### src/rtl/sort_feeder_pkg.sv
// Shared sizing defaults and counter-width helpers for the sort feeder.
// The macro defaults stand in for the shared configuration header when it is absent.
`ifndef DATA_WIDTH
`define DATA_WIDTH 8
`endif
`ifndef NUM_DATA
`define NUM_DATA 8
`endif

package sort_feeder_pkg;

  // Counters must reach NUM_DATA itself, hence the extra bit.
  function automatic int cnt_width(input int n);
    return $clog2(n) + 1;
  endfunction

  function automatic int idx_width(input int n);
    return (n > 2) ? $clog2(n) : 1;
  endfunction

endpackage

### src/rtl/sort_feeder.sv
// Loads NUM_DATA words, bubble-sorts them in place (one compare-swap per cycle, NUM_DATA-1 to (NUM_DATA-1)^2 cycles),
// then streams them ascending on wr_en/datain; output holds stable while out_ready is low, done is a level.
module sort_feeder
  import sort_feeder_pkg::*;
#(
  parameter int DATA_WIDTH = `DATA_WIDTH,
  parameter int NUM_DATA   = `NUM_DATA
) (
  input  logic                  clk,
  input  logic                  rst,
  input  logic                  start,
  input  logic                  in_valid,
  output logic                  in_ready,
  input  logic [DATA_WIDTH-1:0] in_data,
  output logic                  wr_en,
  output logic [DATA_WIDTH-1:0] datain,
  input  logic                  out_ready,
  output logic                  done
);

  localparam int CW = cnt_width(NUM_DATA);
  localparam int AW = idx_width(NUM_DATA);
  localparam logic [CW-1:0] LAST     = CW'(NUM_DATA - 1);
  localparam logic [CW-1:0] PASS_END = CW'(NUM_DATA - 2);

  typedef enum logic [2:0] {
    IDLE = 3'd0,
    LOAD = 3'd1,
    SORT = 3'd2,
    EMIT = 3'd3,
    DONE = 3'd4
  } state_t;

  state_t                  state;
  logic [CW-1:0]           wr_cnt;
  logic [CW-1:0]           rd_cnt;
  logic [CW-1:0]           idx;
  logic [CW-1:0]           pass;
  logic                    swapped;
  logic [DATA_WIDTH-1:0]   buff [NUM_DATA];

  logic [AW-1:0]           ia;
  logic [AW-1:0]           ib;
  logic [AW-1:0]           rd_nx;
  logic [DATA_WIDTH-1:0]   word_a;
  logic [DATA_WIDTH-1:0]   word_b;
  logic [DATA_WIDTH-1:0]   first_word;
  logic                    do_swap;
  logic                    pass_end;
  logic                    sort_exit;
  logic                    load_acc;
  logic                    emit_acc;

  assign ia        = idx[AW-1:0];
  assign ib        = ia + AW'(1);
  assign rd_nx     = rd_cnt[AW-1:0] + AW'(1);
  assign word_a    = buff[ia];
  assign word_b    = buff[ib];
  assign do_swap   = (state == SORT) && (word_a > word_b);
  assign pass_end  = (idx == PASS_END);
  assign sort_exit = pass_end && (!(swapped || do_swap) || (pass == PASS_END));
  assign load_acc  = (state == LOAD) && in_valid && in_ready;
  assign emit_acc  = (state == EMIT) && wr_en && out_ready;
  // buff[0] may be swapped on the very edge SORT exits (only when idx is 0).
  assign first_word = (do_swap && (ia == '0)) ? word_b : buff[0];

  // Storage is not reset; writes are simply suppressed while rst is asserted.
  always_ff @(posedge clk) begin
    if (rst) begin
      if (load_acc) begin
        buff[wr_cnt[AW-1:0]] <= in_data;
      end else if (do_swap) begin
        buff[ia] <= word_b;
        buff[ib] <= word_a;
      end
    end
  end

  always_ff @(posedge clk) begin
    if (!rst) begin
      state    <= IDLE;
      in_ready <= 1'b0;
      wr_en    <= 1'b0;
      datain   <= '0;
      done     <= 1'b0;
      wr_cnt   <= '0;
      rd_cnt   <= '0;
      idx      <= '0;
      pass     <= '0;
      swapped  <= 1'b0;
    end else begin
      case (state)
        IDLE, DONE: begin
          if (start) begin
            state    <= LOAD;
            in_ready <= 1'b1;
            wr_cnt   <= '0;
            done     <= 1'b0;
          end
        end
        LOAD: begin
          if (load_acc) begin
            wr_cnt <= wr_cnt + CW'(1);
            if (wr_cnt == LAST) begin
              state    <= SORT;
              in_ready <= 1'b0;
              idx      <= '0;
              pass     <= '0;
              swapped  <= 1'b0;
            end
          end
        end
        SORT: begin
          if (sort_exit) begin
            state  <= EMIT;
            wr_en  <= 1'b1;
            rd_cnt <= '0;
            datain <= first_word;
          end else if (pass_end) begin
            pass    <= pass + CW'(1);
            idx     <= '0;
            swapped <= 1'b0;
          end else begin
            idx     <= idx + CW'(1);
            swapped <= swapped || do_swap;
          end
        end
        EMIT: begin
          if (emit_acc) begin
            if (rd_cnt == LAST) begin
              state <= DONE;
              wr_en <= 1'b0;
              done  <= 1'b1;
            end else begin
              rd_cnt <= rd_cnt + CW'(1);
              datain <= buff[rd_nx];
            end
          end
        end
        default: state <= IDLE;
      endcase
    end
  end

endmodule
### config.mk
export PLATFORM = sky130hd
export DESIGN_NAME = sort_feeder
export DESIGN_NICKNAME = d
export VERILOG_FILES = /design/src/rtl/sort_feeder_pkg.sv /design/src/rtl/sort_feeder.sv
export SDC_FILE = /design/constraint.sdc
export NUM_CORES = 1
export LEC_CHECK = 0
export ABC_AREA = 1
export BUFFER_PORTS_ARGS = -buffer_cell sky130_fd_sc_hd__buf_4
export CORE_UTILIZATION = 45
export CTS_CLUSTER_SIZE = 14
export DETAILED_ROUTE_END_ITERATION = 8
export PLACE_DENSITY_LB_ADDON = 0.15
export SYNTH_ARGS = -nofsm -noshare
export SYNTH_HDL_FRONTEND = slang
export SYNTH_SLANG_ARGS = --single-unit
### constraint.sdc
create_clock -name clk -period 12.09 [get_ports clk]
set_input_delay 0.6045 -clock clk [delete_from_list [all_inputs] [get_ports clk]]
set_output_delay 0.6045 -clock clk [all_outputs]
set_load 0.05 [all_outputs]
==> metrics list, run 1 <==
* Area fraction of the dominant cell type after synthesis: 27.4%
- Combined global-route utilization of all metal layers: 28.5%
* Proportion of layout cells with a drive suffix above 1: 10.8%
- Maximum ir drop on the vdd rail: about 0.074 mV
- The cell that appears most often on the critical path is nand2_1.
* Area of the core: ~15000 um^2
* Number of top-level pins: 24
- The run finished with clean final reports.
- Unrepaired setup endpoints after global routing: false
- At the pin with the least slew margin, the transition time is 1.25 ns.
- Walking the worst path, the cells encountered are inv_2 > ha_1 > inv_2 > nor2_2 > nand2_1 > o21ai_0 > nor2_2 > ha_1 > nand2_1 > nor2_1 > nand2_1 > nand2_1 > nand2_4 > nor2_8 > nand2_4 > o21ai_0 > nand2_1 > o21ai_0.
* Number of flops mapped to enable cells by yosys: 64
* # rows: 45
- Count of state elements after synthesis: 98
* Max_cap viols: 0
- Syn nets: 1040
* Horizontal extent of the die: approximately 130 um
- Sequential element share of the synthesized area: 37.1%
- For this run the aggregate overflow at the end of global routing stands at 0.
- Dividing total power by cell area gives a power density of between 200 and 250 nW/um^2.
- For this run, the post-layout net count is a little over 1000.
- Per report_power, the sequential group accounts for around 30% of the total.
* Clk sinks: 98
* Time the worst path needs with I/O delays and setup: 5.64 ns
* Average wire per cell in the routed design: 18.3 um
- The via count of the first global-routing pass is approximately 5900.
- For the worst setup path, the data required time is 12.06 ns.
* Per-instance average area after synthesis: just under 7 um^2
* Resize count post-CTS: 0
* Arrival time reported for the critical path endpoint: between 5 and 6 ns
* Reg2Reg Launch Point: idx[0]
- Post-Place Setup Slack: 6.48 ns
- Switching component of the power: slightly above 0.7 mW
* H-tree Lvls: 3
* Maximum number of pins on one net before global-route repair: 55
- The largest single stage delay on the critical path is 1.00 ns.
- Yosys warning count: 0
- Combinational logic burns 50.8% of the power.
- The initial antenna violation count came to 0.
- Compared with the post-synthesis result, the final layout area differs by 7.25%.
- For this run, the top clock speed supported by timing is 0.177 GHz.
- Overall power consumption after layout is estimated at 1.52 mW.
- By area the synthesized netlist is led by edfxtp_1 27%, nand2_1 14%, o21ai_0 13%, dfxtp_1 9.7%, inv_1 6.8%.
- Signal routing reaches up to met4.
* Worst hold slack after final layout: ~0.46 ns
- Proportion of total power due to net switching: about 48%
- The internal power of the cells totals 0.797 mW.
- STA classifies the critical path startpoint as a flip-flop.
- After synthesis, the netlist uses 40 different library cells.
- For this block, the via count after detailed routing is 6665.
- Remaining design rule violation count: 0
* Startpoint-to-endpoint class of the critical path: reg2reg
* Buffer levels on the longest clock path: 2
* Number of buffer cells added on primary ports: 23
- Excluding fillers, the count of instances in the completed layout stands at 1201.
- In this run the worst path has a maximum fanout of 54.
* Worst Min Path Start: wr_en
- In this run, post-CTS hold repair placed 0 buffers.
* Routed vias/inst: 5.55
- For this configuration, the core starts out at a cell density of 46.1%.
- Total count of hold-check failures in the final report: 0
- Worst hold-check path type: reg2reg
* Setup TNS: 0 ns
- Setup violations remaining at the end of the flow were counted as 0.
- For the worst-skew pair, the clock arrives at the later sink with an insertion delay of 0.36 ns.
- In this run the tightest slew margin relative to its limit is 15.7%.
- Placer Congestion: 0.936
- The number of placed instances, taps included, is 1185.
- Number of post-CTS setup repair buffers: 0
* Global-route wire length before repair: between 30 and 40 mm
- Async set-or-reset flop fraction in the synthesized netlist: 0%
* Cell count after synthesis: between 1000 and 1500
- The clock arrives with 0.00811 ns of skew.
* Setup ws final: 6.45 ns
- Clock-pin slew was measured on the worst setup and hold paths at about 0.070 ns.
- Worst-path cell with the longest stage delay: o21ai_0
- DRT antenna net count: 0
* CP Capture Type: flip-flop
- Pleak: 3.25 nW
- The routed design uses roughly 1.4 mm of met3 wire.
- Number of buffers added by the clock tree synthesis step: 9
- Post-detailed-placement half-perimeter wirelength: 15.8 mm
* Part of the power in the clock network: 19.9%
- For this run, the leading register cell type out of synthesis is edfxtp_1.
- Routed met2 length: 10.1 mm
- Of all cell types, the one taking the most synthesized area is edfxtp_1.
- TritonCTS built the clock tree.
* Wire length after detailed routing: 22.0 mm
- Post-synthesis cell area: around 7000 um^2
- Final Slew Violations: 0
- Inserted Diodes: 0
- Die extent in y: ~130 um
* Full die area: 16100 um^2
- Period Utilization, post-route: between 40% and 50%
- The tree is rooted in a clkbuf_16.
- In the final routing, the length of wire on met1 measures roughly 9.5 mm.
- Start point of the critical path: idx[0]
- The pre-antenna-repair detailed-routing pass consisted of 6 iterations.
- After the first detailed-routing iteration, the DRC count stood at 784.
[metrics by stage]
step / area (um^2) / utilization, %
global placement: 7200 / 47.4
CTS: 7510 / 49.4
floorplan: 7010 / -
finish: 7510 / 49.4
global route: 7510 / 49.4
detailed placement: 7200 / 47.4
[sequential cells by signal, summed over array words and instances, names as in the netlist, named ones only]
register,flops
idx,4
done,1
datain,8
in_ready,1
rd_cnt,4
wr_en,1
buff,64
state,3
pass,4
wr_cnt,4
swapped,1
[metal layers]
layer  track usage [%]  vias to the layer above
li1                  -                     3312
met1              37.9                     3019
met2              45.5                      283
met3              3.54                       51
met4              15.0                        0
met5                 0                        -
[kinds of logic after synthesis]
group / share of synthesized area, %
adder cells (fa/ha/maj): 2.68
flip-flops: 37.1
AO/OA/AOI/OAI: 22.8
AND/OR/NAND/NOR: 25.3
XOR/XNOR: 0.375
buffers and inverters: 11.6
[path summary, 6_finish.rpt]
kind | slack [ns] | cells after the start | end
max | 6.45 | 18 | buff[4][0]
min | 0.46 | 2 | wr_en
max reg2reg | 6.45 | 18 | buff[4][0]
min reg2reg | 0.46 | 2 | wr_en
[Yosys cell counts (2+ instances only)]
cell / n
nand4_1: 8
buf_4: 4
buf_12: 2
nand2_4: 4
o31ai_1: 3
buf_2: 14
inv_2: 13
inv_1: 127
nand3_4: 2
nand2_2: 4
clkbuf_1: 21
o22ai_1: 3
o21ai_0: 179
xor2_1: 3
nand2_1: 260
edfxtp_1: 64
nand3_1: 34
ha_1: 15
nor2_4: 3
dfxtp_1: 34
nor3_1: 3
nor3_4: 2
buf_6: 5
nor2_2: 6
clkinv_1: 3
a21oi_2: 9
o21bai_1: 5
o21ai_1: 5
o21ai_2: 15
nor2_1: 80
a21oi_1: 73
[layout make-up]
type                            instances  area [um^2]
Timing Repair Buffer                   32          240
Sequential cell                        98         2600
Clock inverter                          2         12.5
Fill cell                            1565         7690
Inverter                              143          537
Tap cell                              188          235
Multi-Input combinational cell        724         3590
Clock buffer                           14          298
[placed cells by master, fill, tap and decap left out, types with 8 or more instances in the layout]
cell type	netlist	routed
clkbuf_16	0	11
edfxtp_1	64	64
o21ai_0	179	179
dfxtp_1	34	33
a21oi_1	73	73
buf_4	4	32
nor2_1	80	80
inv_2	13	13
ha_1	15	15
a21oi_2	9	9
o21ai_2	15	15
nand2_1	260	260
nand3_1	34	34
nand4_1	8	8
inv_1	127	127
[critical path: cells and delay by family, from the launching register on]
family / cells / cell delay [ns]
adder cells (fa/ha/maj): 2 / 0.85
buffers and inverters: 2 / 0.52
AND/OR/NAND/NOR: 11 / 1.65
AO/OA/AOI/OAI: 3 / 1.22
flip-flops: 1 / 0.98
[power by group through the flow]
stage / Combinational (mW) / Sequential, mW / Clock, mW
after floorplan: 0.525 / 0.483 / 0
after global placement: 0.756 / 0.451 / 0
after detailed placement: 0.758 / 0.452 / 0
after CTS: 0.761 / 0.445 / 0.306
after global routing: 0.858 / 0.449 / 0.318
final: 0.771 / 0.445 / 0.302
Power figures use the tool's default switching activity.
==> run 2: changes to the inputs <==
==> constraint.sdc (replaced) <==
create_clock -name clk -period 5.7 [get_ports clk]
set_input_delay 0.285 -clock clk [delete_from_list [all_inputs] [get_ports clk]]
set_output_delay 0.285 -clock clk [all_outputs]
set_load 0.05 [all_outputs]
==> run 2 against run 1 <==
Fmax is 9.9% higher. Sequential power up 110%. Hold slack got worse by 0.16 ns. Die area is the same. Core utilization is 0.54 points higher. Critical path depth is the same. Largest cell class unchanged. Largest power group unchanged.
==> metrics list, run 2 (synthesized netlist as in run 1, its figures left out) <==
- The flow ran to the end, and the final reports show no timing, DRC or antenna violations.
- At the later pin of the worst-skew pair, clock insertion delay measures approximately 0.36 ns.
- Full die area: 16100 um^2
- Initial antenna violation count: 0
- The via count of the first global-routing pass came to 6075.
- Filler instances: 1557
- The hold violation total from the final report is 0.
- PwrDens: 428 nW/um^2
- Once the clock tree was built, the resizer swapped 0 gates to a different size.
- Data required, critical path: around 5.7 ns
- In this run the horizontal extent of the chip is 127 um.
- Critical path startpoint category: flip-flop
* Final Slew Violations: 0
- Global routing consumed, over all layers together, 28.7% of the routing resources.
- Tracing the worst setup path back leads to its startpoint at idx[0].
- DRT antenna net count: 0
- Reg2Reg Launch Point: idx[0]
- Worst hold-check path type: in2reg
- Worst clock skew on the final layout: 0.00807 ns
* Met3 Track Usage GR: 3.80%
- H-tree Lvls: 3
- In this run the critical register-to-register path is captured at buff[6][1].
* Final Core Density: 50.0%
- Counting cells, the worst reg-to-reg path comes to 18.
- Post-CTS timing repair inserted 0 buffers for setup.
- The number of antenna diodes in the final layout is 0.
* Count of routing violations after the opening detailed-route iteration: 721
* Pleak: 3.31 nW
- Post-detailed-placement half-perimeter wirelength: between 15 and 20 mm
- The floorplan has 45 rows.
- Top Registers: buff x64, datain x8
- More flip-flops sit in one register than any other, and that register is buff.
- After clock tree synthesis, the clock-pin slew on the worst setup and hold paths is 0.07 ns.
* Routing usage on met2: ~45%
- Measured against its own limit, the worst slew margin works out to 27.8%.
- Proportion of layout cells with a drive suffix above 1: 11.7%
* Number of top-level pins: 24
- Critical path capture point: buff[6][1]
* Maximum fanout along the worst path: 32
- Arrival time reported for the critical path endpoint: 5.11 ns
- Number of nets in the final layout: 1047
- Setup TNS: 0 ns
- After detailed routing, the number of vias per cell comes to 5.52.
- The worst path needs 5.13 ns of the cycle, external delays included.
- In this run, CTS created clock tree buffers numbering 9.
- Setup repair after global routing left no endpoint under its margin.
* First-pass detailed-route iteration total: 5
- Upper clock frequency limit: about 0.19 GHz
* Number of flip-flops in the largest register: 64
- Total setup violations reported at the end of the flow: 0
* Die extent in y: 127 um
* TritonCTS clock tree: done
- Starting utilization of the core area: between 40% and 50%
- Global-route met1 utilization: 38.8%
* Root buffer cell: clkbuf_16
- In the routed design, unresolved DRC markers number 0.
- The setup check on the worst reg-to-reg path leaves a slack of 0.57 ns.
- Maximum ir drop on the vdd rail: between 0.15 and 0.2 mV
- The worst path uses 90.1% of the clock period.
- Commonest cells after routing, fill and taps aside: 260 x nand2_1, 179 x o21ai_0, 127 x inv_1, 80 x nor2_1, 73 x a21oi_1
* Via count: 6688
- Global route hottest layer: met2
* Area of the core: roughly 15000 um^2
- GRT overflow: 0
* Wire length after detailed routing: 22.1 mm
- In the final routed layout, each cell accounts on average for 18.2 um.
* Slew at the pin closest to its max-slew limit: around 1.1 ns
- The first global-routing pass estimated 34.4 mm of wire.
- Hold buffers post-CTS: 0
- Placer Congestion: 0.954
- Clk sinks: 98
- Number of buffer cells added on primary ports: 23
- Syn-to-layout area delta: 8.43%
- The worst setup path is captured at a flip-flop.
- Entering global routing, the biggest net connects 41 pins.
* Startpoint-to-endpoint class of the critical path: reg2reg
* Buffer levels on the longest clock path: 2
* Max_cap viols: 0
- Commonest non-fill, non-tap cell in the layout: nand2_1
-- run 2: per-stage QoR --
stage          setup WS [ns]  hold slack, ns  instance area (um^2)  total power [mW]  instances
5_1_grt                0.195           0.311                  7600              3.51       1212
3_5_place_dp           0.744           0.457                  7290              2.60       1196
4_1_cts                0.719           0.302                  7600              3.24       1212
6_report               0.567           0.304                  7600              3.25       1212
2_1_floorplan           1.58           0.441                  7010              2.14       1012
3_3_place_gp           0.850           0.452                  7290              2.59       1196
-- run 2: worst max-delay path: stages (launching register included) --
cell      delay, ns
dfxtp_2        0.67
inv_2          0.32
ha_1           0.54
inv_2          0.14
nor2_2         0.35
nand2_1        0.10
o21ai_0        0.11
nor2_2         0.08
ha_1           0.29
a21o_1         0.18
nor2_1         0.09
nand2_1        0.09
nand2_4        0.11
clkinv_1       0.28
nand2_2        0.18
nand2_1        0.05
o21ai_0        0.13
nand2_1        0.16
o21bai_1       0.86
-- run 2: per-layer routing --
metal  vias up  wire (um)
met5         -          0
met4         0       1030
met3        57       1330
met2       270       9960
met1      3028       9770
li1       3333          -
-- run 2: final cells by class --
type	count	area [um^2]	area share [%]
multi-input cells	724	3590	47.2
flip-flops and latches	98	2600	34.3
inverters	143	537	7.07
repair buffers	43	323	4.25
clock buffers	16	310	4.08
well taps	188	235	3.10
-- run 2: how the worst min path moves through the flow --
stage / start / cells past startpoint / to / slack [ns]
after floorplan: swapped / 2 / swapped / 0.44
after global placement: swapped / 2 / swapped / 0.45
after detailed placement: wr_en / 2 / wr_en / 0.46
after CTS: rst / 3 / datain[1] / 0.30
after global routing: rst / 3 / datain[4] / 0.31
final: rst / 3 / state[2] / 0.30
-- run 2: power breakdown --
part,switching (mW),leakage (nW),internal (mW)
Combinational,1.19,2.30,0.486
Clock,0.278,0.157,0.371
Sequential,0.0698,0.853,0.861
Total,1.54,3.31,1.72
==> run 3: changes to the inputs <==
--- a/config.mk
+++ b/config.mk
@@ -5,7 +5,6 @@
 export SDC_FILE = /design/constraint.sdc
 export NUM_CORES = 1
 export LEC_CHECK = 0
-export ABC_AREA = 1
 export BUFFER_PORTS_ARGS = -buffer_cell sky130_fd_sc_hd__buf_4
 export CORE_UTILIZATION = 45
 export CTS_CLUSTER_SIZE = 14
==> constraint.sdc (replaced) <==
create_clock -name clk -period 5.7 [get_ports clk]
set_input_delay 0.57 -clock clk [delete_from_list [all_inputs] [get_ports clk]]
set_output_delay 0.57 -clock clk [all_outputs]
set_load 0.05 [all_outputs]
==> run 3 against run 2 <==
Synthesized cell count shrank 48%. Highest routed layer unchanged. Non-clock buffer count grew 10. Core utilization grew 1.4 points. Critical path type unchanged. Setup slack lost 0.10 ns.
==> metrics list, run 3 <==
- Outcome: finished clean
- Ranking of synthesized cells by instance count: 84 x mux2i_1, 64 x edfxtp_1, 48 x mux4_2
* Commonest non-fill, non-tap cell in the layout: mux2i_1
- In this run the count of I/O pins placed on the die edge is 24.
* Buffer and inverter count on the worst path: 1
- Worst-path cell with the longest stage delay: o21ai_1
- edfxtp_1 takes more of the synthesized area than any other cell.
* Multi-input gate area: roughly 3500 um^2
- Entering global routing, the biggest net connects 29 pins.
- Yosys warning count: 0
* Count of state elements after synthesis: 98
- Worst slew margin: 27.7%
* Number of nets in the final layout: 588
* Root buffer cell: clkbuf_16
* Total setup violations reported at the end of the flow: 0
* Number of buffers added by the clock tree synthesis step: 9
* Cells taking the most area after synthesis: edfxtp_1 30%, mux4_2 17%, mux2i_1 13%, dfxtp_1 11%, ha_1 2.9%
- At the placement stage, the worst setup path has a slack of 0.696 ns.
- Crit path largest cell delay: 0.83 ns
- Max_cap viols: 0
* Clk Latency, worst-skew pair: 0.36 ns
- The first global-routing pass estimated 28.5 mm of wire.
- STA classifies the critical path endpoint as a flip-flop.
- Count of routing violations after the opening detailed-route iteration: 438
- In this run the standard cell core region covers 13800 um^2.
* Routed vias/inst: 6.46
- Cell count after synthesis: approximately 530
- Proportion of layout cells with a drive suffix above 1: 23.6%
- The largest registers in the layout are buff x64, datain x8.
- The clock drives 98 sinks.
* First-pass detailed-route iteration total: 5
* Unrepaired setup endpoints after global routing: false
- Via count of the first global-routing pass: 4774
* GRT overflow: 0
* Largest reg by FF count: buff
- Along the worst hold path, the cell count comes to 1.
- After layout, the worst setup slack is 0.466 ns.
- Once the floorplan was initialized, standard cells occupied 46.0% of the core.
- In the layout the commonest cells are 84 x mux2i_1, 64 x edfxtp_1, 53 x buf_4, 48 x mux4_2, 34 x dfxtp_1.
- The placed instances occupy a cell area of between 6000 and 7000 um^2.
- Inserted Diodes: 0
- Data arrives at the worst endpoint at between 5 and 6 ns.
- Post-synthesis cell area: between 6000 and 7000 um^2
* Endpoint of the worst hold path: datain[1]
- TritonCTS clock tree: done
- Time the worst path needs with I/O delays and setup: between 5 and 6 ns
- After synthesis, the netlist uses 60 different library cells.
* Maximum ir drop on the vdd rail: 0.132 mV
- The worst register-to-register path ends at buff[0][4].
- Depth of the most critical reg-to-reg path: 12
- Async set-or-reset flop fraction in the synthesized netlist: 0%
- The total count of max-transition violations in the final report was 0.
- Slack of the worst reg-to-reg path: 0.47 ns
* Full die area: roughly 15000 um^2
* Worst path cell trace: ha_1 > xor2_2 > mux4_2 > mux2i_1 > ha_1 > nor2b_1 > o211a_1 > o21ai_1 > a21oi_1 > o21ai_0 > o21ai_0 > buf_4
- DRT antenna net count: 0
* Number of buffer cells added on primary ports: 23
- Setup TNS: 0 ns
- Sequential element share of the synthesized area: 40.9%
- Resize count post-CTS: 0
- The die is 121 um tall.
- Derived from the worst setup path, the maximum achievable clock frequency is 0.191 GHz.
* Area fraction of the dominant cell type after synthesis: 30.2%
- Syn-to-layout area delta: 11.7%
* Hold buffers post-CTS: 0
- Routability-driven placement finished with a final weighted congestion of 0.917.
* H-tree Lvls: 3
* Number of flip-flops in the largest register: 64
- Number of flops mapped to enable cells by yosys: 64
* Clock edge transition at the registers on the reported setup and hold paths: 0.08 ns
- Period Utilization, post-route: 91.8%
- Cell family contributing the most delay on the critical path: compound AO/OA/AOI/OAI gates
- Buffer levels on the longest clock path: 2
* Cell with the most instances after synthesis: mux2i_1
- Maximum fanout along the worst path: 14
* Reg2Reg Launch Point: idx[0]
- The floorplan has 43 rows.
- Average wire per cell in the routed design: between 20 and 25 um
- The routed design has 18.5 mm of wire.
* Via count: 4806
- Pleak: 2.80 nW
- For this run, design rule violations remaining after detail routing come to 0.
- Clock skew on the completed layout was measured at 0.0144 ns.
* Per-instance average area after synthesis: 12.0 um^2
* Post-detailed-placement half-perimeter wirelength: approximately 14 mm
* Combined global-route utilization of all metal layers: 26.6%
* Worst Min Path Start: datain[1]
- Top flip-flop cell by instance count after synthesis: edfxtp_1
- From left edge to right edge, the die measures 121 um.
- The number of nets in the synthesized netlist is around 560.
- Post-route cell area: 7110 um^2
* Data required, critical path: 5.82 ns
* Initial antenna violation count: 0
- The setup path with the least slack is of type reg2reg.
* Number of post-CTS setup repair buffers: 0
* Critical path startpoint category: flip-flop
* Total count of hold-check failures in the final report: 0
- Counting the fill cells in the layout gives 1209.
* Worst hold-check path type: reg2reg
* Seq. cell area: ~2600 um^2
- For the pin with the worst max-slew slack, the measured transition is 1.08 ns.
- Dividing total power by cell area gives a power density of 198 nW/um^2.
[run 3: cell types whose count changed after synthesis, moves of 7 or more]
| cell | change |
|---|---|
| nand2_1 | -233 |
| o21ai_0 | -159 |
| inv_1 | -112 |
| mux2i_1 | +84 |
| nor2_1 | -56 |
| a21oi_1 | -48 |
| mux4_2 | +48 |
| nand3_1 | -23 |
| o21ai_2 | -14 |
| a211oi_1 | +12 |
| inv_2 | -12 |
| or3_1 | +10 |
| o22ai_1 | +9 |
| a32o_1 | +7 |
[run 3: area by class of cell]
class / count / share of cell area [%]
clock buffers: 9 / 3.17
clock inverters: 6 / 0.669
inverters: 17 / 0.898
multi-input cells: 381 / 49.9
flip-flops and latches: 98 / 36.6
well taps: 180 / 3.17
repair buffers: 53 / 5.60
[run 3: through the flow]
stage / hold WS, ns / total power, mW / utilization [%] / cells
after floorplan: 0.445 / 0.807 / - / 531
after global placement: 0.451 / 0.829 / 49.4 / 729
after detailed placement: 0.458 / 0.830 / 49.4 / 729
after CTS: 0.475 / 1.42 / 51.4 / 744
after global routing: 0.505 / 1.44 / 51.4 / 744
final: 0.472 / 1.41 / 51.4 / 744
[run 3: worst max path at each step]
| stage | end | from | cells past startpoint | slack, ns |
|---|---|---|---|---|
| CTS | buff[0][1] | idx[0] | 12 | 0.66 |
| detailed placement | buff[1][7] | idx[0] | 11 | 0.70 |
| global placement | buff[1][7] | idx[0] | 11 | 0.86 |
| floorplan | buff[5][0] | idx[0] | 14 | 1.21 |
| global route | buff[0][4] | idx[0] | 12 | 0.27 |
| finish | buff[0][4] | idx[0] | 12 | 0.47 |
[run 3: worst reg2reg max path: cells and delay by family, from the launching register on]
family | cells | cell delay, ns
flip-flops | 1 | 0.72
XOR/XNOR | 1 | 0.50
multiplexers | 2 | 0.67
AO/OA/AOI/OAI | 5 | 2.03
buffers and inverters | 1 | 0.25
adder cells (fa/ha/maj) | 2 | 0.69
AND/OR/NAND/NOR | 1 | 0.13
[run 3: logic make-up (layout without fill, tap and decap cells)]
| kind of cell | Yosys count | in the layout | share of synthesized area [%] |
|---|---|---|---|
| simple gates | 120 | 120 | 10.3 |
| compound gates | 109 | 109 | 11.4 |
| xor+xnor | 5 | 5 | 0.806 |
| mux | 132 | 132 | 30.2 |
| buf+inv | 52 | 85 | 3.36 |
| flops | 98 | 98 | 40.9 |
| fa+ha+maj | 15 | 15 | 2.95 |
[run 3: routing by layer]
layer  vias up  share of wire, %  track usage [%]
met3        22               8.0             6.30
li1       2174                 -                -
met1      2395                45             37.7
met2       215                46             40.5
met4         0               1.6             7.87
met5         -                 0                0
[run 3: power breakdown]
group	switching, mW	total [mW]	internal, mW	leakage, nW
Sequential	0.00326	0.759	0.756	0.850
Clock	0.296	0.596	0.300	0.129
Combinational	0.0342	0.0548	0.0207	1.82
